`config.mk`:
```
export PLATFORM = sky130hd
export DESIGN_NAME = alu_issue_stage_flat
export DESIGN_NICKNAME = d
export VERILOG_FILES = /design/src/rtl/alu_pkg.sv /design/src/rtl/alu_issue_stage_if.sv /design/src/rtl/alu_skid_buffer.sv /design/src/rtl/alu_issue_stage.sv /design/src/flat_wrapper.sv
export SDC_FILE = /design/constraint.sdc
export NUM_CORES = 1
export LEC_CHECK = 0
export ABC_AREA = 1
export CAP_MARGIN = 15
export CORE_MARGIN = 3
export CORE_UTILIZATION = 31
export DETAILED_ROUTE_END_ITERATION = 10
export GPL_ROUTABILITY_DRIVEN = 1
export MAX_ROUTING_LAYER = met4
export SLEW_MARGIN = 30
export SYNTH_ARGS = -nofsm -noshare
export SYNTH_HDL_FRONTEND = slang
export SYNTH_SLANG_ARGS = --single-unit
```
`constraint.sdc`:
```
create_clock -name clk -period 2.16 [get_ports clk]
set_input_delay 0.432 -clock clk [delete_from_list [all_inputs] [get_ports clk]]
set_output_delay 0.432 -clock clk [all_outputs]
set_load 0.05 [all_outputs]
```
`src/rtl/alu_pkg.sv`:
```
// alu_pkg: shared types and constants for the ALU issue stage.
// It holds the RV32I opcode values, the instruction field positions, the
// ALU request payload struct and the skid-buffer state encoding.
package alu_pkg;

    localparam int unsigned XLEN   = 32;
    localparam int unsigned REG_AW = 5;

    localparam logic [6:0] OPCODE_OP     = 7'b0110011;
    localparam logic [6:0] OPCODE_OP_IMM = 7'b0010011;

    // RV32I instruction field bit positions
    localparam int unsigned OPCODE_LSB = 0;
    localparam int unsigned OPCODE_MSB = 6;
    localparam int unsigned RD_LSB     = 7;
    localparam int unsigned RD_MSB     = 11;
    localparam int unsigned FUNCT3_LSB = 12;
    localparam int unsigned FUNCT3_MSB = 14;
    localparam int unsigned RS1_LSB    = 15;
    localparam int unsigned RS1_MSB    = 19;
    localparam int unsigned RS2_LSB    = 20;
    localparam int unsigned RS2_MSB    = 24;
    localparam int unsigned FUNCT7_LSB = 25;
    localparam int unsigned FUNCT7_MSB = 31;
    localparam int unsigned IMM_LSB    = 20;
    localparam int unsigned IMM_MSB    = 31;
    localparam int unsigned IMM_W      = IMM_MSB - IMM_LSB + 1;

    // One decoded ALU request as carried through the skid buffer
    typedef struct packed {
        logic [XLEN-1:0]   operand1;
        logic [XLEN-1:0]   operand2;
        logic [6:0]        opcode;
        logic [2:0]        funct3;
        logic [6:0]        funct7;
        logic [REG_AW-1:0] rd;
        logic              illegal;
    } alu_req_t;

    typedef enum logic [1:0] {
        EMPTY = 2'd0,
        ONE   = 2'd1,
        FULL  = 2'd2
    } E_BUF_STATE;

    function automatic logic is_alu_opcode(input logic [6:0] opc);
        return (opc == OPCODE_OP) || (opc == OPCODE_OP_IMM);
    endfunction

endpackage

```
`src/rtl/alu_issue_stage_if.sv`:
```
// alu_issue_stage_if: ALU request stream (valid/ready plus decoded payload).
// The master modport is the issue stage; the slave modport is the ALU.
interface alu_issue_stage_if #(
    parameter int unsigned DATA_WIDTH     = 32,
    parameter int unsigned REG_ADDR_WIDTH = 5
);

    logic                      out_valid;
    logic                      out_ready;
    logic [DATA_WIDTH-1:0]     operand1;
    logic [DATA_WIDTH-1:0]     operand2;
    logic [6:0]                opcode;
    logic [2:0]                funct3;
    logic [6:0]                funct7;
    logic [REG_ADDR_WIDTH-1:0] rd;
    logic                      illegal;

    modport master (
        output out_valid, operand1, operand2, opcode, funct3, funct7, rd, illegal,
        input  out_ready
    );

    modport slave (
        input  out_valid, operand1, operand2, opcode, funct3, funct7, rd, illegal,
        output out_ready
    );

endinterface

```
`src/rtl/alu_skid_buffer.sv`:
```
// alu_skid_buffer: generic 2-entry valid/ready buffer.
// in_ready comes straight from the state register (not from out_ready), so
// the upstream path is cut. The output payload always comes from the main slot.
module alu_skid_buffer
    import alu_pkg::*;
#(
    parameter int unsigned WIDTH = 8
) (
    input  logic             clk,
    input  logic             rst_n,
    input  logic             flush,
    input  logic             in_valid,
    output logic             in_ready,
    input  logic [WIDTH-1:0] in_data,
    output logic             out_valid,
    input  logic             out_ready,
    output logic [WIDTH-1:0] out_data
);

    E_BUF_STATE       state_q, state_d;
    logic [WIDTH-1:0] main_q, skid_q;
    logic             accept, drain;
    logic             load_main, load_skid, main_from_skid;

    assign in_ready  = (state_q != FULL);
    assign out_valid = (state_q != EMPTY);
    assign out_data  = main_q;
    assign accept    = in_valid && in_ready;
    assign drain     = out_valid && out_ready;

    // State register
    always_ff @(posedge clk or negedge rst_n) begin
        if (!rst_n) begin
            state_q <= EMPTY;
        end else begin
            state_q <= state_d;
        end
    end

    // Next state and slot load controls; flush overrides every transition
    always_comb begin
        state_d        = state_q;
        load_main      = 1'b0;
        load_skid      = 1'b0;
        main_from_skid = 1'b0;
        case (state_q)
            EMPTY: begin
                if (accept) begin
                    state_d   = ONE;
                    load_main = 1'b1;
                end
            end
            ONE: begin
                if (accept && drain) begin
                    load_main = 1'b1;
                end else if (accept) begin
                    state_d   = FULL;
                    load_skid = 1'b1;
                end else if (drain) begin
                    state_d = EMPTY;
                end
            end
            FULL: begin
                if (drain) begin
                    state_d        = ONE;
                    main_from_skid = 1'b1;
                end
            end
            default: state_d = EMPTY;
        endcase
        if (flush) begin
            state_d        = EMPTY;
            load_main      = 1'b0;
            load_skid      = 1'b0;
            main_from_skid = 1'b0;
        end
    end

    // Payload slots; main holds while stalled, so the output stays stable
    always_ff @(posedge clk or negedge rst_n) begin
        if (!rst_n) begin
            main_q <= '0;
            skid_q <= '0;
        end else begin
            if (load_main) begin
                main_q <= in_data;
            end else if (main_from_skid) begin
                main_q <= skid_q;
            end
            if (load_skid) begin
                skid_q <= in_data;
            end
        end
    end

endmodule

```
`src/rtl/alu_issue_stage.sv`:
```
// alu_issue_stage: decodes raw RV32I OP / OP-IMM words into ALU requests.
// It registers them through a 2-entry skid buffer and counts issued requests.
// Optional macro ALU_ISSUE_BYPASS_EN adds a writeback bypass onto the
// operand read path.
// The payload struct is sized by alu_pkg::XLEN/REG_AW, so DATA_WIDTH and
// REG_ADDR_WIDTH must match those values.
module alu_issue_stage
    import alu_pkg::*;
#(
    parameter int unsigned DATA_WIDTH     = 32,
    parameter int unsigned INSTR_WIDTH    = 32,
    parameter int unsigned REG_ADDR_WIDTH = 5,
    parameter int unsigned CNT_WIDTH      = 32
) (
    input  logic                      clk,
    input  logic                      rst_n,
    input  logic                      flush,
    input  logic                      in_valid,
    output logic                      in_ready,
    input  logic [INSTR_WIDTH-1:0]    in_instr,
    output logic [REG_ADDR_WIDTH-1:0] rs1_addr,
    output logic [REG_ADDR_WIDTH-1:0] rs2_addr,
    input  logic [DATA_WIDTH-1:0]     rs1_data,
    input  logic [DATA_WIDTH-1:0]     rs2_data,
`ifdef ALU_ISSUE_BYPASS_EN
    input  logic                      wb_valid,
    input  logic [REG_ADDR_WIDTH-1:0] wb_rd,
    input  logic [DATA_WIDTH-1:0]     wb_data,
`endif
    alu_issue_stage_if.master         alu_req,
    output logic [CNT_WIDTH-1:0]      issue_count
);

    alu_req_t              req_in, req_out;
    logic [DATA_WIDTH-1:0] src1, src2, imm_sext;
    logic [6:0]            opc;
    logic                  buf_out_valid;
    logic                  drain;

    assign rs1_addr = in_instr[RS1_MSB:RS1_LSB];
    assign rs2_addr = in_instr[RS2_MSB:RS2_LSB];
    assign opc      = in_instr[OPCODE_MSB:OPCODE_LSB];
    assign imm_sext = {{(DATA_WIDTH-IMM_W){in_instr[IMM_MSB]}}, in_instr[IMM_MSB:IMM_LSB]};

    // Operand sources: the writeback bypass beats the regfile, x0 beats both
    always_comb begin
        src1 = rs1_data;
        src2 = rs2_data;
`ifdef ALU_ISSUE_BYPASS_EN
        if (wb_valid && (wb_rd != '0) && (wb_rd == rs1_addr)) begin
            src1 = wb_data;
        end
        if (wb_valid && (wb_rd != '0) && (wb_rd == rs2_addr)) begin
            src2 = wb_data;
        end
`endif
        if (rs1_addr == '0) begin
            src1 = '0;
        end
        if (rs2_addr == '0) begin
            src2 = '0;
        end
    end

    // Decode: fields always pass through; operands are zero for non-ALU opcodes
    always_comb begin
        req_in         = '0;
        req_in.opcode  = opc;
        req_in.funct3  = in_instr[FUNCT3_MSB:FUNCT3_LSB];
        req_in.funct7  = in_instr[FUNCT7_MSB:FUNCT7_LSB];
        req_in.rd      = in_instr[RD_MSB:RD_LSB];
        req_in.illegal = !is_alu_opcode(opc);
        if (opc == OPCODE_OP) begin
            req_in.operand1 = src1;
            req_in.operand2 = src2;
        end else if (opc == OPCODE_OP_IMM) begin
            // Shift-immediates also use this path; the ALU reads shamt/SRA select from operand2
            req_in.operand1 = src1;
            req_in.operand2 = imm_sext;
        end
    end

    alu_skid_buffer #(
        .WIDTH($bits(alu_req_t))
    ) u_skid (
        .clk       (clk),
        .rst_n     (rst_n),
        .flush     (flush),
        .in_valid  (in_valid),
        .in_ready  (in_ready),
        .in_data   (req_in),
        .out_valid (buf_out_valid),
        .out_ready (alu_req.out_ready),
        .out_data  (req_out)
    );

    assign alu_req.out_valid = buf_out_valid;
    assign alu_req.operand1  = req_out.operand1;
    assign alu_req.operand2  = req_out.operand2;
    assign alu_req.opcode    = req_out.opcode;
    assign alu_req.funct3    = req_out.funct3;
    assign alu_req.funct7    = req_out.funct7;
    assign alu_req.rd        = req_out.rd;
    assign alu_req.illegal   = req_out.illegal;

    assign drain = buf_out_valid && alu_req.out_ready;

    // Issued-request counter; counts drains even in a flush cycle, wraps naturally
    always_ff @(posedge clk or negedge rst_n) begin
        if (!rst_n) begin
            issue_count <= '0;
        end else if (drain) begin
            issue_count <= issue_count + CNT_WIDTH'(1);
        end
    end

endmodule

```
`src/flat_wrapper.sv`:
```
// flat-port wrapper written by rule: the top's interface ports become plain ports
module alu_issue_stage_flat import alu_pkg::*;
#(
    parameter int unsigned DATA_WIDTH     = 32,
    parameter int unsigned INSTR_WIDTH    = 32,
    parameter int unsigned REG_ADDR_WIDTH = 5,
    parameter int unsigned CNT_WIDTH      = 32
)
  (clk, rst_n, flush, in_valid, in_ready, in_instr, rs1_addr, rs2_addr, rs1_data, rs2_data, issue_count, alu_req_out_valid, alu_req_operand1, alu_req_operand2, alu_req_opcode, alu_req_funct3, alu_req_funct7, alu_req_rd, alu_req_illegal, alu_req_out_ready);
  alu_issue_stage_if #(.DATA_WIDTH(DATA_WIDTH), .REG_ADDR_WIDTH(REG_ADDR_WIDTH)) alu_req_i ();
  input  logic clk;
  input  logic rst_n;
  input  logic flush;
  input  logic in_valid;
  output logic in_ready;
  input  logic [INSTR_WIDTH-1:0] in_instr;
  output logic [REG_ADDR_WIDTH-1:0] rs1_addr;
  output logic [REG_ADDR_WIDTH-1:0] rs2_addr;
  input  logic [DATA_WIDTH-1:0] rs1_data;
  input  logic [DATA_WIDTH-1:0] rs2_data;
  output logic [CNT_WIDTH-1:0] issue_count;
  output wire logic [$bits(alu_req_i.out_valid)-1:0] alu_req_out_valid;
  output wire logic [$bits(alu_req_i.operand1)-1:0] alu_req_operand1;
  output wire logic [$bits(alu_req_i.operand2)-1:0] alu_req_operand2;
  output wire logic [$bits(alu_req_i.opcode)-1:0] alu_req_opcode;
  output wire logic [$bits(alu_req_i.funct3)-1:0] alu_req_funct3;
  output wire logic [$bits(alu_req_i.funct7)-1:0] alu_req_funct7;
  output wire logic [$bits(alu_req_i.rd)-1:0] alu_req_rd;
  output wire logic [$bits(alu_req_i.illegal)-1:0] alu_req_illegal;
  input wire logic [$bits(alu_req_i.out_ready)-1:0] alu_req_out_ready;
  assign alu_req_out_valid = alu_req_i.out_valid;
  assign alu_req_operand1 = alu_req_i.operand1;
  assign alu_req_operand2 = alu_req_i.operand2;
  assign alu_req_opcode = alu_req_i.opcode;
  assign alu_req_funct3 = alu_req_i.funct3;
  assign alu_req_funct7 = alu_req_i.funct7;
  assign alu_req_rd = alu_req_i.rd;
  assign alu_req_illegal = alu_req_i.illegal;
  assign alu_req_i.out_ready = alu_req_out_ready;
  alu_issue_stage #(.DATA_WIDTH(DATA_WIDTH), .INSTR_WIDTH(INSTR_WIDTH), .REG_ADDR_WIDTH(REG_ADDR_WIDTH), .CNT_WIDTH(CNT_WIDTH)) u_core (.clk(clk), .rst_n(rst_n), .flush(flush), .in_valid(in_valid), .in_ready(in_ready), .in_instr(in_instr), .rs1_addr(rs1_addr), .rs2_addr(rs2_addr), .rs1_data(rs1_data), .rs2_data(rs2_data), .alu_req(alu_req_i), .issue_count(issue_count));
endmodule
```
# Word-level counts from Yosys, hierarchy flattened
# Index checks and enable logic that the tools add are counted.
# op_classes
add_sub_neg	1
eq_ne	9
muxes	23
reduce_logical	11
# op_table
op	count
$mux 87	2
$mux 64	2
$mux 32	2
$add 32x1->32 const B	1
$mux 2	6
$logic_not 5->1	2
$mux 1	9
$ne 3x3->1 const B	3
$eq 7x5->1 const B	1
$eq 7x6->1 const B	1
$pmux 2 s3	1
$ne 4x4->1 const B	1
$reduce_and 4->1	1
$reduce_bool 2->1	2
$logic_and 1x1->1	3
$eq 2x1->1 const B	1
$eq 2x2->1 const B	1
$logic_not 2->1	1
$ne 2x2->1 const B	1
$pmux 1 s2	1
$logic_not 1->1	1
$logic_or 1x1->1	1
# totals
register_bits	208
input_bits	101
out_inout_bits	131
wordCells	48

# Depth between registers and ports, before layout
# Gate-level depths: netlist of run 1.
# depth
ltp_word	7
mapped_depth	10
ltp_nobuf	10

# Cells and area by module
# From an unflattened synthesis of run 1, not the netlist that was laid out.
# hier_totals
cells_unflattened	1464
area_unflattened_um2	10857.9
# by_module_without_submodules
module	n_inst	cells_per_inst	area_per_inst_um2	seq_area_each_um2
alu_skid_buffer	1	1064	8256.7	4404.2
alu_issue_stage	1	400	2601.2	800.8

# Least setup slack after synthesis of run 1
# No wires, ideal clock.
# synth_timing
path_kind	reg2reg
startpoint	reg u_core.issue_count[1]
endpoint	reg u_core.issue_count[22]
setup_time_ns	0.120
t_arrival_ns	1.701
required_time_ns	2.040
path_slack_ns	0.339
path_stages_with_launch	11
n_path_buf	0
period_less_slack_ns	1.821
cell_sequence	dfrtp_1 -> ha_1 -> inv_1 -> nor2_1 -> nand2_1 -> nor2_2 -> nand2_1 -> nor2_2 -> nand2_1 -> nand2_1 -> nand2_1
# synth_via
elab_chain_len	1
# synth_lines
item	line	text
start, declared	alu_issue_stage.sv:31	output logic [CNT_WIDTH-1:0] issue_count
start signal, assigned	alu_issue_stage.sv:113	issue_count <= issue_count + CNT_WIDTH'(1);
$add 32x1->32	alu_issue_stage.sv:113	
# No other way between the ends.
# A chain may end at the register's enable or synchronous reset.

# Worst setup path after layout of run 1
# layout_timing
startpoint	reg u_core.u_skid.main_q[60] (netlist: u_core.u_skid.out_data[60])
endpoint	out alu_req_operand1[5]
# layout_lines
item	line	text
start, declared	alu_skid_buffer.sv:21	logic [WIDTH-1:0] main_q, skid_q;
start signal, assigned	alu_skid_buffer.sv:86	main_q <= in_data;
start signal, assigned	alu_skid_buffer.sv:88	main_q <= skid_q;
end, declared	flat_wrapper.sv:23	output wire logic [$bits(alu_req_i.operand1)-1:0] alu_req_operand1;
# No word-level cell between the ends.

==> qor.csv, run 1 <==
stage,metric,value,unit
place,post-DP HPWL,20300,microns
die,Starting Density,31.6,%
setup_path,crit end category,primary output,
detailed_routing,Total Wirelength,30100,microns
yosys,largest cells by area after synthesis,"dfrtp_1 (53%), nand2_1 (18%), nand3_1 (9.0%), o211ai_1 (4.2%), inv_1 (2.2%)",
setup_path,R2R depth,10,
setup_path,worst flop-to-flop path endpoint,u_core.issue_count[22],
detailed_routing,Routed Antenna Nets,0,
setup_path,Critical path buffers and inverters,1,
setup_path,Top delay family on crit path,buffers and inverters,
yosys,Mapped Nets,1304,
sta,"Min Clock Period, post-route",2.12,ns
grt,largest net degree at the start of global routing,91,
detailed_routing,Initial DRC Count,581,
clocking,CTS HTree Levels,1,
sta,Fin Clk Skew,0.0188,ns
setup_path,Startpoint Class,flip-flop,
sta,setup TNS,0,ns
sta,final hold violations,0,
pwr,power share of the clock group,38.7,%
cells_and_area,Filler cells,3104,
pwr,Net Sw Frac,30.9,%
grt,grt ovf,0,
grt,met3 Resource Use GR,4.11,%
sta,worst slew slack as a fraction of its limit,61.0,%
grt,gr usage total,18.3,%
place,RD Place Congestion,0.886,
setup_path,Crit-path slowest cell,clkdlybuf4s50_1,
detailed_routing,vias per cell,4.84,
pwr,register share of total power,41.7,%
clocking,clk sink count,208,
pwr,Peak VDD IR,0.000532,V
setup_path,WP depth,1,
die,die span in y,183,microns
setup_path,CP max FO,2,
setup_path,crit-path cells,clkdlybuf4s50_1,
sta,Fmax,472,MHz
sta,# setup viols final,0,
cells_and_area,area delta synth->final,38.1,%
setup_path,reg2reg start,u_core.issue_count[1],
die,Die ar.,33500,sq um
detailed_routing,vias,8875,
detailed_routing,# DRC,0,
sta,hold slack,0.416,ns
die,num rows,64,
outcome,status,completed,
place,setup slack at placement,0.0662,ns
pwr,P_leak,6.55,nW
yosys,Syn Area/Cell,8.09,sq um
sta,worst setup margin,0.0415,ns
detailed_routing,DR pass1 iterations,5,
die,IO Pins,232,
clocking,CTS root buf,clkbuf_16,
yosys,share of the synthesized area in the top cell type,53.5,%
clocking,worst skew pair latency,0.54,ns
grt,gr busiest metal,met2,
grt,first-pass GRT wire length,48600,microns
cells_and_area,final net count,1521,
setup_path,"Worst Path Class, Setup",flip-flop to primary output,
grt,initial antenna violation count,2,
place,IO Port Bufs,231,
pwr,pwr/cell area,810,nW/um^2
grt,GRT met1 Usage,24.4,%
yosys,count of cell types in the netlist,24,
yosys,"Seq/Total Area, Yosys",53.5,%
setup_path,Max stage delay on crit path,0.81,ns
place,Post-DP Area,12700,sq um
yosys,"FF+latch count, synth",208,
grt,met2 Use GR,28.4,%
sta,crit share post-route,98.1,%
clocking,TritonCTS buffer count,25,
die,Die W,183,microns
setup_path,critical path required time,1.73,ns
pwr,Net Switching,3.37,mW
yosys,Ys Warns,0,
clocking,Post-CTS Setup Inserts,0,
clocking,TritonCTS clock tree,done,
hold_path,Worst Hold Class,primary input to async pin,
detailed_routing,per-cell routed wire length,16.4,microns
sta,worst slew pin tran,0.587,ns
sta,Final Max Tran Viols,0,
pwr,Int Pwr,7.52,mW
job,max-cap violation count,0,
cells_and_area,Post-Layout Inst Area,13400,sq um
die,core area,30700,sq um
sta,RSZ-0062 raised after global routing,false,
grt,via count of the first global-routing pass,9046,
yosys,Post-Syn Instances,1202,
yosys,"area leader, netlist",dfrtp_1,
pwr,combinational power share,19.6,%
cells_and_area,layout cells sized above 1,7.59,%
clocking,worst-case clock buffer depth,3,
yosys,mapped cell area,9730,sq um
setup_path,internal reg-to-reg setup slack,0.38,ns
setup_path,critical path data arrival time,1.69,ns
clocking,Clock transition at path regs,0.06,ns
-- power by group through the flow --
stage | clock [mW] | sequential [mW] | combinational [mW]
4_1_cts | 4.34 | 4.54 | 2.16
5_1_grt | 4.51 | 4.59 | 2.32
2_1_floorplan | 0 | 5.19 | 0.677
6_report | 4.21 | 4.53 | 2.14
3_5_place_dp | 0 | 4.61 | 2.26
3_3_place_gp | 0 | 4.60 | 2.24
-- registers in the layout (all words and copies together) (netlist names) --
register                cells
u_core.u_skid.skid_q       87
u_core.u_skid.state_q       2
u_core.u_skid.out_data     87
u_core.issue_count         32
-- layer usage --
layer | part of all wire (%) | wire, microns
met1 | 46 | 13700
met3 | 6.2 | 1860
met2 | 46 | 13700
met5 | 0 | 0
met4 | 2.5 | 743
-- per-stage QoR --
stage          power (mW)  instances  utilization, %
3_3_place_gp         6.85       1787            41.3
3_5_place_dp         6.87       1787            41.3
6_report             10.9       1834            43.7
5_1_grt              11.4       1834            43.7
2_1_floorplan        5.87       1202               -
4_1_cts              11.0       1832            43.6
-- cells by family after synthesis --
family	synth area share, %
xor+xnor	1.71
simple gates	29.9
flops	53.5
buf+inv	6.62
fa+ha+maj	0.129
compound gates	8.14
-- what timing repair did --
item / CTS / global route
cloned: 0 / 0
pin swaps: 0 / 0
resized for setup: 99 / 9
hold buffers: 1 / 0
endpoints found under the hold margin: 49 / 0
endpoints found under the setup margin: 99 / 9
-- layout by cell type, fill, tap and decap left out, types with 5 or more instances in the layout --
| master | instances |
|---|---|
| nor2_1 | 54 |
| o211ai_1 | 55 |
| nor2_2 | 7 |
| nor3_1 | 6 |
| clkbuf_1 | 6 |
| dlymetal6s2s_1 | 9 |
| xor2_1 | 10 |
| o21ai_1 | 34 |
| clkbuf_16 | 25 |
| dlygate4sd2_1 | 99 |
| buf_4 | 28 |
| nand2_1 | 456 |
| nand3_1 | 174 |
| clkdlybuf4s50_1 | 104 |
| o21ai_0 | 40 |
| inv_2 | 5 |
| xnor2_1 | 9 |
| buf_12 | 26 |
| inv_1 | 57 |
| dfrtp_1 | 208 |
-- layout make-up --
type | count | area (sq um) | share of cell area, %
clock inverter | 9 | 119 | 0.885
sequential | 208 | 5200 | 38.7
clock buffer | 35 | 703 | 5.23
multi-input combinational | 854 | 3900 | 29.0
timing repair buffer | 268 | 2780 | 20.7
tap | 396 | 495 | 3.69
antenna | 2 | 5.00 | 0.0372
inverter | 62 | 233 | 1.73
-- Yosys cell counts, drive strengths merged --
cell type	instances
ha	1
buf	45
o221ai	1
dfrtp	208
nor2	63
nand3b	1
o21ai	74
xor2	10
nand3	175
o211ai	55
clkbuf	33
inv	62
nand4	2
xnor2	9
nand2	456
nor3	7
-- how the worst max path moves through the flow --
stage / from / to / slack (ns)
global route: u_core.u_skid.out_data[24] / alu_req_operand2[1] / 0.005
floorplan: u_core.issue_count[1] / u_core.issue_count[22] / 0.34
global placement: alu_req_out_ready / u_core.u_skid.out_data[66] / 0.09
CTS: u_core.u_skid.out_data[19] / alu_req_opcode[3] / 0.0005
detailed placement: alu_req_out_ready / u_core.u_skid.out_data[85] / 0.07
finish: u_core.u_skid.out_data[60] / alu_req_operand1[5] / 0.04
Note: power is estimated with default switching activity, not from simulation.
==> inputs of run 2 (changes only) <==
--- a/config.mk
+++ b/config.mk
@@ -9,6 +9,7 @@
 export CAP_MARGIN = 15
 export CORE_MARGIN = 3
 export CORE_UTILIZATION = 31
+export CTS_CLUSTER_DIAMETER = 200
 export DETAILED_ROUTE_END_ITERATION = 10
 export GPL_ROUTABILITY_DRIVEN = 1
 export MAX_ROUTING_LAYER = met4
==> results of run 2 <==
No change in the layout: final DEF, timing and power equal those of run 1.
